$ cat src/rtl/fifo_serial_tx.sv
// fifo_serial_tx
// Drains words from an upstream FIFO (pop/empty/registered data_out) and
// shifts each one out on an asynchronous serial line:
//   start bit (0), N_BITS data bits LSB first, optional parity, 1 or 2 stop bits.
// Every output is a flop whose next value is decoded from the next state, so
// the outputs are glitch-free and never depend combinationally on inputs.

module fifo_serial_tx #(
   parameter int N_BITS       = 8,
   parameter int CLKS_PER_BIT = 16,
   parameter int PARITY_EN    = 0,
   parameter int PARITY_ODD   = 0,
   parameter int STOP_BITS    = 1
) (
   input  logic              clk,
   input  logic              rst,
   input  logic              enable,
   input  logic              fifo_empty,
   input  logic [N_BITS-1:0] fifo_data,
   output logic              fifo_pop,
   output logic              tx,
   output logic              busy,
   output logic              frame_done
);

   // Elaboration-time sanity checks on the configuration.
   if (N_BITS < 1) begin : g_bad_n_bits
      $error("fifo_serial_tx: N_BITS must be >= 1");
   end
   if (CLKS_PER_BIT < 2) begin : g_bad_clks_per_bit
      $error("fifo_serial_tx: CLKS_PER_BIT must be >= 2");
   end
   if ((STOP_BITS != 1) && (STOP_BITS != 2)) begin : g_bad_stop_bits
      $error("fifo_serial_tx: STOP_BITS must be 1 or 2");
   end

   localparam int BAUD_W = (CLKS_PER_BIT > 1) ? $clog2(CLKS_PER_BIT) : 1;
   localparam int BIT_W  = $clog2(N_BITS + 1);

   // Last baud tick of a bit, last data bit index, last stop bit index.
   localparam logic [BAUD_W-1:0] BAUD_LAST = BAUD_W'(CLKS_PER_BIT - 1);
   localparam logic [BIT_W-1:0]  DATA_LAST = BIT_W'(N_BITS - 1);
   localparam logic [BIT_W-1:0]  STOP_LAST = BIT_W'(STOP_BITS - 1);

   typedef enum logic [2:0] {
      S_IDLE   = 3'd0,
      S_FETCH  = 3'd1,
      S_LOAD   = 3'd2,
      S_START  = 3'd3,
      S_DATA   = 3'd4,
      S_PARITY = 3'd5,
      S_STOP   = 3'd6
   } state_t;

   state_t              state_q, state_d;
   logic [BAUD_W-1:0]   baud_q, baud_d;
   logic [BIT_W-1:0]    bit_q, bit_d;
   logic [N_BITS-1:0]   shift_q, shift_d;
   logic                parity_q, parity_d;

   logic                tx_q, tx_d;
   logic                pop_q, pop_d;
   logic                busy_q, busy_d;
   logic                done_q, done_d;

   logic                bit_end;

   // FIFO handshake: a pop pulse is a request that the FIFO always honours
   // (it is issued only after seeing !fifo_empty in IDLE); the popped word is
   // presented on fifo_data in the following cycle, which is the LOAD cycle,
   // and is sampled only there. fifo_empty is consulted only in IDLE.

   // Next-state logic: frame sequencing, baud/bit counting, shift and parity.
   always_comb begin
      state_d  = state_q;
      baud_d   = baud_q;
      bit_d    = bit_q;
      shift_d  = shift_q;
      parity_d = parity_q;
      bit_end  = (baud_q == BAUD_LAST);

      case (state_q)
         S_IDLE: begin
            if (enable && !fifo_empty) begin
               state_d = S_FETCH;
            end
         end

         S_FETCH: begin
            state_d = S_LOAD;
         end

         S_LOAD: begin
            shift_d  = fifo_data;
            parity_d = (^fifo_data) ^ (PARITY_ODD != 0);
            baud_d   = '0;
            bit_d    = '0;
            state_d  = S_START;
         end

         S_START: begin
            if (bit_end) begin
               baud_d  = '0;
               state_d = S_DATA;
            end else begin
               baud_d = baud_q + 1'b1;
            end
         end

         S_DATA: begin
            if (bit_end) begin
               baud_d  = '0;
               shift_d = shift_q >> 1;
               if (bit_q == DATA_LAST) begin
                  bit_d   = '0;
                  state_d = (PARITY_EN != 0) ? S_PARITY : S_STOP;
               end else begin
                  bit_d = bit_q + 1'b1;
               end
            end else begin
               baud_d = baud_q + 1'b1;
            end
         end

         S_PARITY: begin
            if (bit_end) begin
               baud_d  = '0;
               state_d = S_STOP;
            end else begin
               baud_d = baud_q + 1'b1;
            end
         end

         S_STOP: begin
            // bit_q is reused to count stop bits.
            if (bit_end) begin
               baud_d = '0;
               if (bit_q == STOP_LAST) begin
                  bit_d   = '0;
                  state_d = S_IDLE;
               end else begin
                  bit_d = bit_q + 1'b1;
               end
            end else begin
               baud_d = baud_q + 1'b1;
            end
         end

         default: begin
            state_d = S_IDLE;
            baud_d  = '0;
            bit_d   = '0;
         end
      endcase
   end

   // Output decode from the next state, so the registered outputs line up
   // exactly with the state they describe.
   always_comb begin
      tx_d   = 1'b1;
      pop_d  = (state_d == S_FETCH);
      busy_d = (state_d != S_IDLE);
      done_d = (state_d == S_STOP) && (baud_d == BAUD_LAST) && (bit_d == STOP_LAST);

      case (state_d)
         S_START:  tx_d = 1'b0;
         S_DATA:   tx_d = shift_d[0];
         S_PARITY: tx_d = parity_d;
         default:  tx_d = 1'b1;
      endcase
   end

   // State, datapath and output registers with synchronous reset.
   always_ff @(posedge clk) begin
      if (rst) begin
         state_q  <= S_IDLE;
         baud_q   <= '0;
         bit_q    <= '0;
         shift_q  <= '0;
         parity_q <= 1'b0;
         tx_q     <= 1'b1;
         pop_q    <= 1'b0;
         busy_q   <= 1'b0;
         done_q   <= 1'b0;
      end else begin
         state_q  <= state_d;
         baud_q   <= baud_d;
         bit_q    <= bit_d;
         shift_q  <= shift_d;
         parity_q <= parity_d;
         tx_q     <= tx_d;
         pop_q    <= pop_d;
         busy_q   <= busy_d;
         done_q   <= done_d;
      end
   end

   assign tx         = tx_q;
   assign fifo_pop   = pop_q;
   assign busy       = busy_q;
   assign frame_done = done_q;

endmodule

$ cat config.mk
export PLATFORM = sky130hd
export DESIGN_NAME = fifo_serial_tx
export DESIGN_NICKNAME = d
export VERILOG_FILES = /design/src/rtl/fifo_serial_tx.sv
export SDC_FILE = /design/constraint.sdc
export NUM_CORES = 1
export LEC_CHECK = 0
export ABC_AREA = 1
export BUFFER_PORTS_ARGS = -buffer_cell sky130_fd_sc_hd__buf_2
export CAP_MARGIN = 20
export CORE_MARGIN = 5
export CORE_UTILIZATION = 45
export CTS_BUF_LIST = sky130_fd_sc_hd__clkbuf_4 sky130_fd_sc_hd__clkbuf_8
export CTS_CLUSTER_SIZE = 30
export DETAILED_ROUTE_END_ITERATION = 8
export MAX_ROUTING_LAYER = met4
export PLACE_DENSITY = 0.66
export SLEW_MARGIN = 40
export SYNTH_ARGS = -nofsm -noshare
export SYNTH_HDL_FRONTEND = slang
export SYNTH_SLANG_ARGS = --single-unit
$ cat constraint.sdc
create_clock -name clk -period 1.6 [get_ports clk]
set_input_delay 0.08 -clock clk [delete_from_list [all_inputs] [get_ports clk]]
set_output_delay 0.08 -clock clk [all_outputs]
set_load 0.02 [all_outputs]
Yosys cells after proc, flatten, opt, wreduce, memory -nomap -nowiden
Cells that the tools add are included.

word-level totals
  memory bits (read-only) = 0
  bits of input ports = 12
  memories = 0
  register bits after elaboration = 24
  RAM bits = 0
  word-level logic and storage cells = 60
  output and inout port bits = 4
  latch bits = 0

operators by class
  multipliers = 0
  mux-type cells = 19
  $lt $le $gt $ge = 0
  eq/ne operators = 15
  shifts and indexed selects = 0
  add/subtract/negate cells = 2
  bitwise logic cells = 0
  reduce and logical (&&, ||, !) cells = 14
  div/mod/pow operators = 0

operators with widths
  cell                   count
  $mux W3                7
  $pmux W3 S7            1
  $mux W4                5
  $eq A3 B3 Y1 const B   6
  $pmux W8 S2            1
  $pmux W4 S3            1
  $eq A3 B2 Y1 const B   3
  $add A4 B1 Y4 const B  2
  $eq A4 B4 Y1 const B   2
  $logic_not A4 Y1       2
  $mux W8                1
  $pmux W4 S2            1
  $reduce_or A4 Y1       2
  $reduce_xor A8 Y1      1
  $eq A3 B1 Y1 const B   2
  $eq A4 B3 Y1 const B   1
  $logic_and A1 B1 Y1    3
  $logic_not A3 Y1       1
  $pmux W1 S3            1
  $reduce_bool A3 Y1     1
  $ne A2 B2 Y1 const B   1
  $reduce_and A2 Y1      1
  $reduce_bool A2 Y1     1
  $reduce_or A2 Y1       1
  2 further kinds        2

Logic depth before layout (Yosys ltp)
  word-level depth = 7
  depth in mapped cells = 13
  depth with buffers taken out = 12

Worst setup path before layout
OpenSTA, ideal clock, no wires.

  path kind = reg-to-reg
  start point = register baud_q[0]
  end point = register tx_q, in the netlist tx
  data required time = 1.484 ns
  setup slack = 0.057 ns
  arrival = 1.427 ns
  path buffers = 1
  clock period less this slack = 1.543 ns
  library setup time = 0.116 ns
  cell stages (with the launch flop) = 12
  cell sequence = dfxtp_1 > ha_1 > nand3_2 > buf_6 > o21ai_4 > o21ai_2 > nor2_2 > nand2_1 > clkinv_1 > nand2_1 > nand2_1 > nand2_1

between the ends
  cells in the longest elaborated chain, start to end = 5
  elaborated cells between the ends (all ways) = 12
  classes of those cells = 4 x eq/ne; 8 x mux

RTL lines
  item                                                 RTL line  RTL
  from (decl)                                          56        logic [BAUD_W-1:0] baud_q, baud_d;
  from (signal assigned)                               187       baud_q <= baud_d;
  $eq A4 B4 Y1 *                                       80        bit_end = (baud_q == BAUD_LAST);
  $mux W3 (on tied branches)                           -
  $pmux W3 S7                                          82        case (state_q)
  $eq A3 B3 Y1 / $eq A3 B2 Y1 (equally long branches)  165       case (state_d)
  $pmux W1 S3 *                                        165
  to (signal assigned)                                 191       tx_q <= tx_d;
  to (decl)                                            61        logic tx_q, tx_d;

Mark *: on every way between the ends. The rest lies on a longest branch, timed or not. The select of a mux whose other input is x is not followed.
A chain may end at the register's enable or synchronous reset.

Worst setup path in the final report
  start point = register state_q[0]
  end point = register tx_q, in the netlist tx

between the ends
  cells in the longest elaborated chain, start to end = 5
  elaborated cells between the ends (all ways) = 21
  classes of those cells = 9 x eq/ne; 11 x mux; 1 x reduce/logical

RTL lines
  item                                                 RTL line  RTL
  from (decl)                                          55        state_t state_q, state_d;
  from (signal assigned)                               186       state_q <= state_d;
  $mux W3 (on tied branches)                           138, 114
  $mux W3 (on tied branches)                           136, 111
  $pmux W3 S7                                          82
  $eq A3 B3 Y1 / $eq A3 B2 Y1 (equally long branches)  165
  $pmux W1 S3 *                                        165

Mark *: on every way between the ends. The rest lies on a longest branch, timed or not.

==> metrics <==
status complete, no violations; Final nets 302; Initial DRC Count 144; asr flop ratio synth 0; Worst Setup End Kind register; syn avg cell area 6.14 sq um; f_max 651 MHz; Core Box Area 0.00336 sq mm; Comb pwr share 0.235; via count 1675; crit-path most repeated cell buf_4; top post-synthesis cells by count nand2_1, inv_1, dfxtp_1; Clock Sinks 24; Layout area overhead 25.2%; Distinct cells, synth 31; I/O pin cnt 16; Die W 69.1 um; Max stage delay on crit path 370 ps; die height 69.1 um; Mapped Cells 256; setup repair after global routing missed its margin yes; final critical-path share of the clock period 0.960; worst-path cell chain inv_1, buf_4, or2_2, o21ai_4, nor2_4, buf_4, o22ai_2, nand2_1; largest cells by area after synthesis dfxtp_1, nand2_1, inv_1; total power 1440 uW; row cnt 21; Slew headroom 0.844; Post-DRT Antenna Nets 0; Switching Fraction 0.293; commonest register cell after synthesis dfxtp_1; starting density of the core 0.468; Avg WL per Cell 11.5 um; P_int 1020 uW; CP Max Fanout 3; DR pass1 iterations 5; first-pass GRT wire length 6420 um; critical path's top delay family simple AND/OR/NAND/NOR gates; wirelength, routed 3830 um; setup_tns 0 ps; DPL Wire Length 2750 um; TritonCTS Buffers 3; Slew Viols, Final 0; cell area after synthesis 0.00157 sq mm; CTS root buf clkbuf_4; Net Switching 422 uW; CP max stage cell dfxtp_2; final worst setup slack 63.6 ps; largest net degree at the start of global routing 15; fin crit period 1540 ps; CTS tree built; vias in the first global route 1400; IO Port Bufs 15; Worst Path Arrival 1780 ps; via-per-instance ratio 5.05; CP bufs+invs 3; layout cells sized above 1 0.259; leakage 0.00101 uW; RePlAce Congestion 0.940; HP Class in2reg; Max VDD drop 0.426 mV; final setup fails 0; Worst-Skew Late Latency 330 ps; count leader, synth nand2_1; Yosys top cell by area dfxtp_1; Worst Path Class, Setup reg2reg; flop and latch count out of synthesis 24; DP Worst Slack 14.4 ps; Seq/Total Area, Yosys 0.305; share of the synthesized area in the top cell type 0.305; Yosys warning total 0; initial antenna violation count 0; max-cap violation count 0; Worst Path Required 1840 ps; Clock transition at path regs 140 ps; number of synthesized flops with an enable pin 0; H-tree depth 1; skew final 3.38 ps; clock buffer depth 2; Slew @ Worst Pin 233 ps; GRT Resource Usage Total 0.162; FILL cells 336; clock power share 0.315; final hold vios 0; Seq pwr share 0.450; Total Die Area 0.00478 sq mm; Antenna Cells 0; syn nets 271; element type at the critical path start register; gr ovfl total 0; cell area power density 732 mW/mm^2; drt drc 0
## routing by layer
| metal | vias to the layer above | share of wire | wire length (um) | track usage |
|---|---|---|---|---|
| met4 | 0 | 0.013 | 49 | 0.0412 |
| met5 | - | 0 | 0 | - |
| met2 | 44 | 0.45 | 1730 | 0.230 |
| met3 | 9 | 0.039 | 148 | 0.0218 |
| met1 | 753 | 0.50 | 1910 | 0.240 |
| li1 | 869 | - | - | - |
## metrics by stage
stage               std cells  cell area (sq um)   util  hold WS [ps]
finish                    332               1970  0.586          18.2
global route              332               1970  0.586          33.5
CTS                       329               1830  0.545          21.3
detailed placement        324               1770  0.527           379
global placement          324               1770  0.527           370
floorplan                 256               1570      -           153
## cell families after synthesis
| kind of cell | after synthesis | synth area share |
|---|---|---|
| simple gates | 161 | 0.443 |
| buf+inv | 38 | 0.107 |
| compound gates | 28 | 0.110 |
| flops | 24 | 0.305 |
| fa+ha+maj | 3 | 0.0239 |
| xor+xnor | 2 | 0.0111 |
## power by group through the flow
stage          registers (uW)  clock network, uW  logic (uW)
3_3_place_gp              659                  0         286
3_5_place_dp              660                  0         287
6_report                  648                455         338
5_1_grt                   651                486         376
2_1_floorplan             668                  0         186
4_1_cts                   647                456         297
## final cells by class
type | instances | area, sq um | share of cell area
Sequential cell | 24 | 494 | 0.251
Multi-Input combinational cell | 194 | 1010 | 0.511
Timing Repair Buffer | 30 | 218 | 0.111
Clock buffer | 3 | 22.5 | 0.0114
Tap cell | 46 | 57.6 | 0.0292
Inverter | 34 | 140 | 0.0712
Clock inverter | 1 | 30.0 | 0.0152
## worst reg2reg max path: stages (launching register included)
cell     delay (ps)
dfxtp_2         370
inv_1            80
buf_4           150
or2_2           320
o21ai_4         160
nor2_4           60
buf_4           140
o22ai_2         100
nand2_1          70
## cells in the final DEF (no fill, tap or decap)
cell type  count
nand2_1      100
inv_1         29
dfxtp_1       17
nor2_1        16
nand3_1       16
buf_2         15
buf_4         13
a21oi_1       12
nand2_2        7
nor2_4         5
a22oi_1        5
nor2_2         5
dfxtp_2        5
inv_2          4
nand3b_1       4
nand4_1        3
a31oi_1        3
clkbuf_4       3
or2_2          2
o21ai_4        2
o21ai_1        2
o21ai_0        2
dfxtp_4        2
nand3_4        1
nand2_4        1
clkinv_8       1
nand3_2        1
xnor2_1        1
o22ai_2        1
xor2_1         1
a21oi_2        1
ha_2           1
ha_1           1
ha_4           1
bufinv_16      1
clkbuf_16      1
buf_12         1
## path summary, 6_finish.rpt
path	startpoint	endpoint	slack, ps	cells after the start
hold reg to reg	shift_q[7]	shift_q[7]	470	2
hold / removal	fifo_data[7]	shift_q[7]	20	3
setup / recovery	state_q[0]	tx	60	8
setup reg to reg	state_q[0]	tx	60	8
## state kept, by name (all words and copies together) (netlist names)
name,count
baud_q,4
bit_q,4
busy,1
fifo_pop,1
frame_done,1
parity_q,1
shift_q,8
state_q,3
tx,1
## what timing repair did
action                                  4_1_cts  5_1_grt
pin swaps                                     1        6
hold buffers                                  0        0
gates resized for setup                       0       32
endpoints found under the setup margin        1        5
gates cloned                                  0        1
setup buffers                                 1        2
Power figures use the tool's default switching activity.
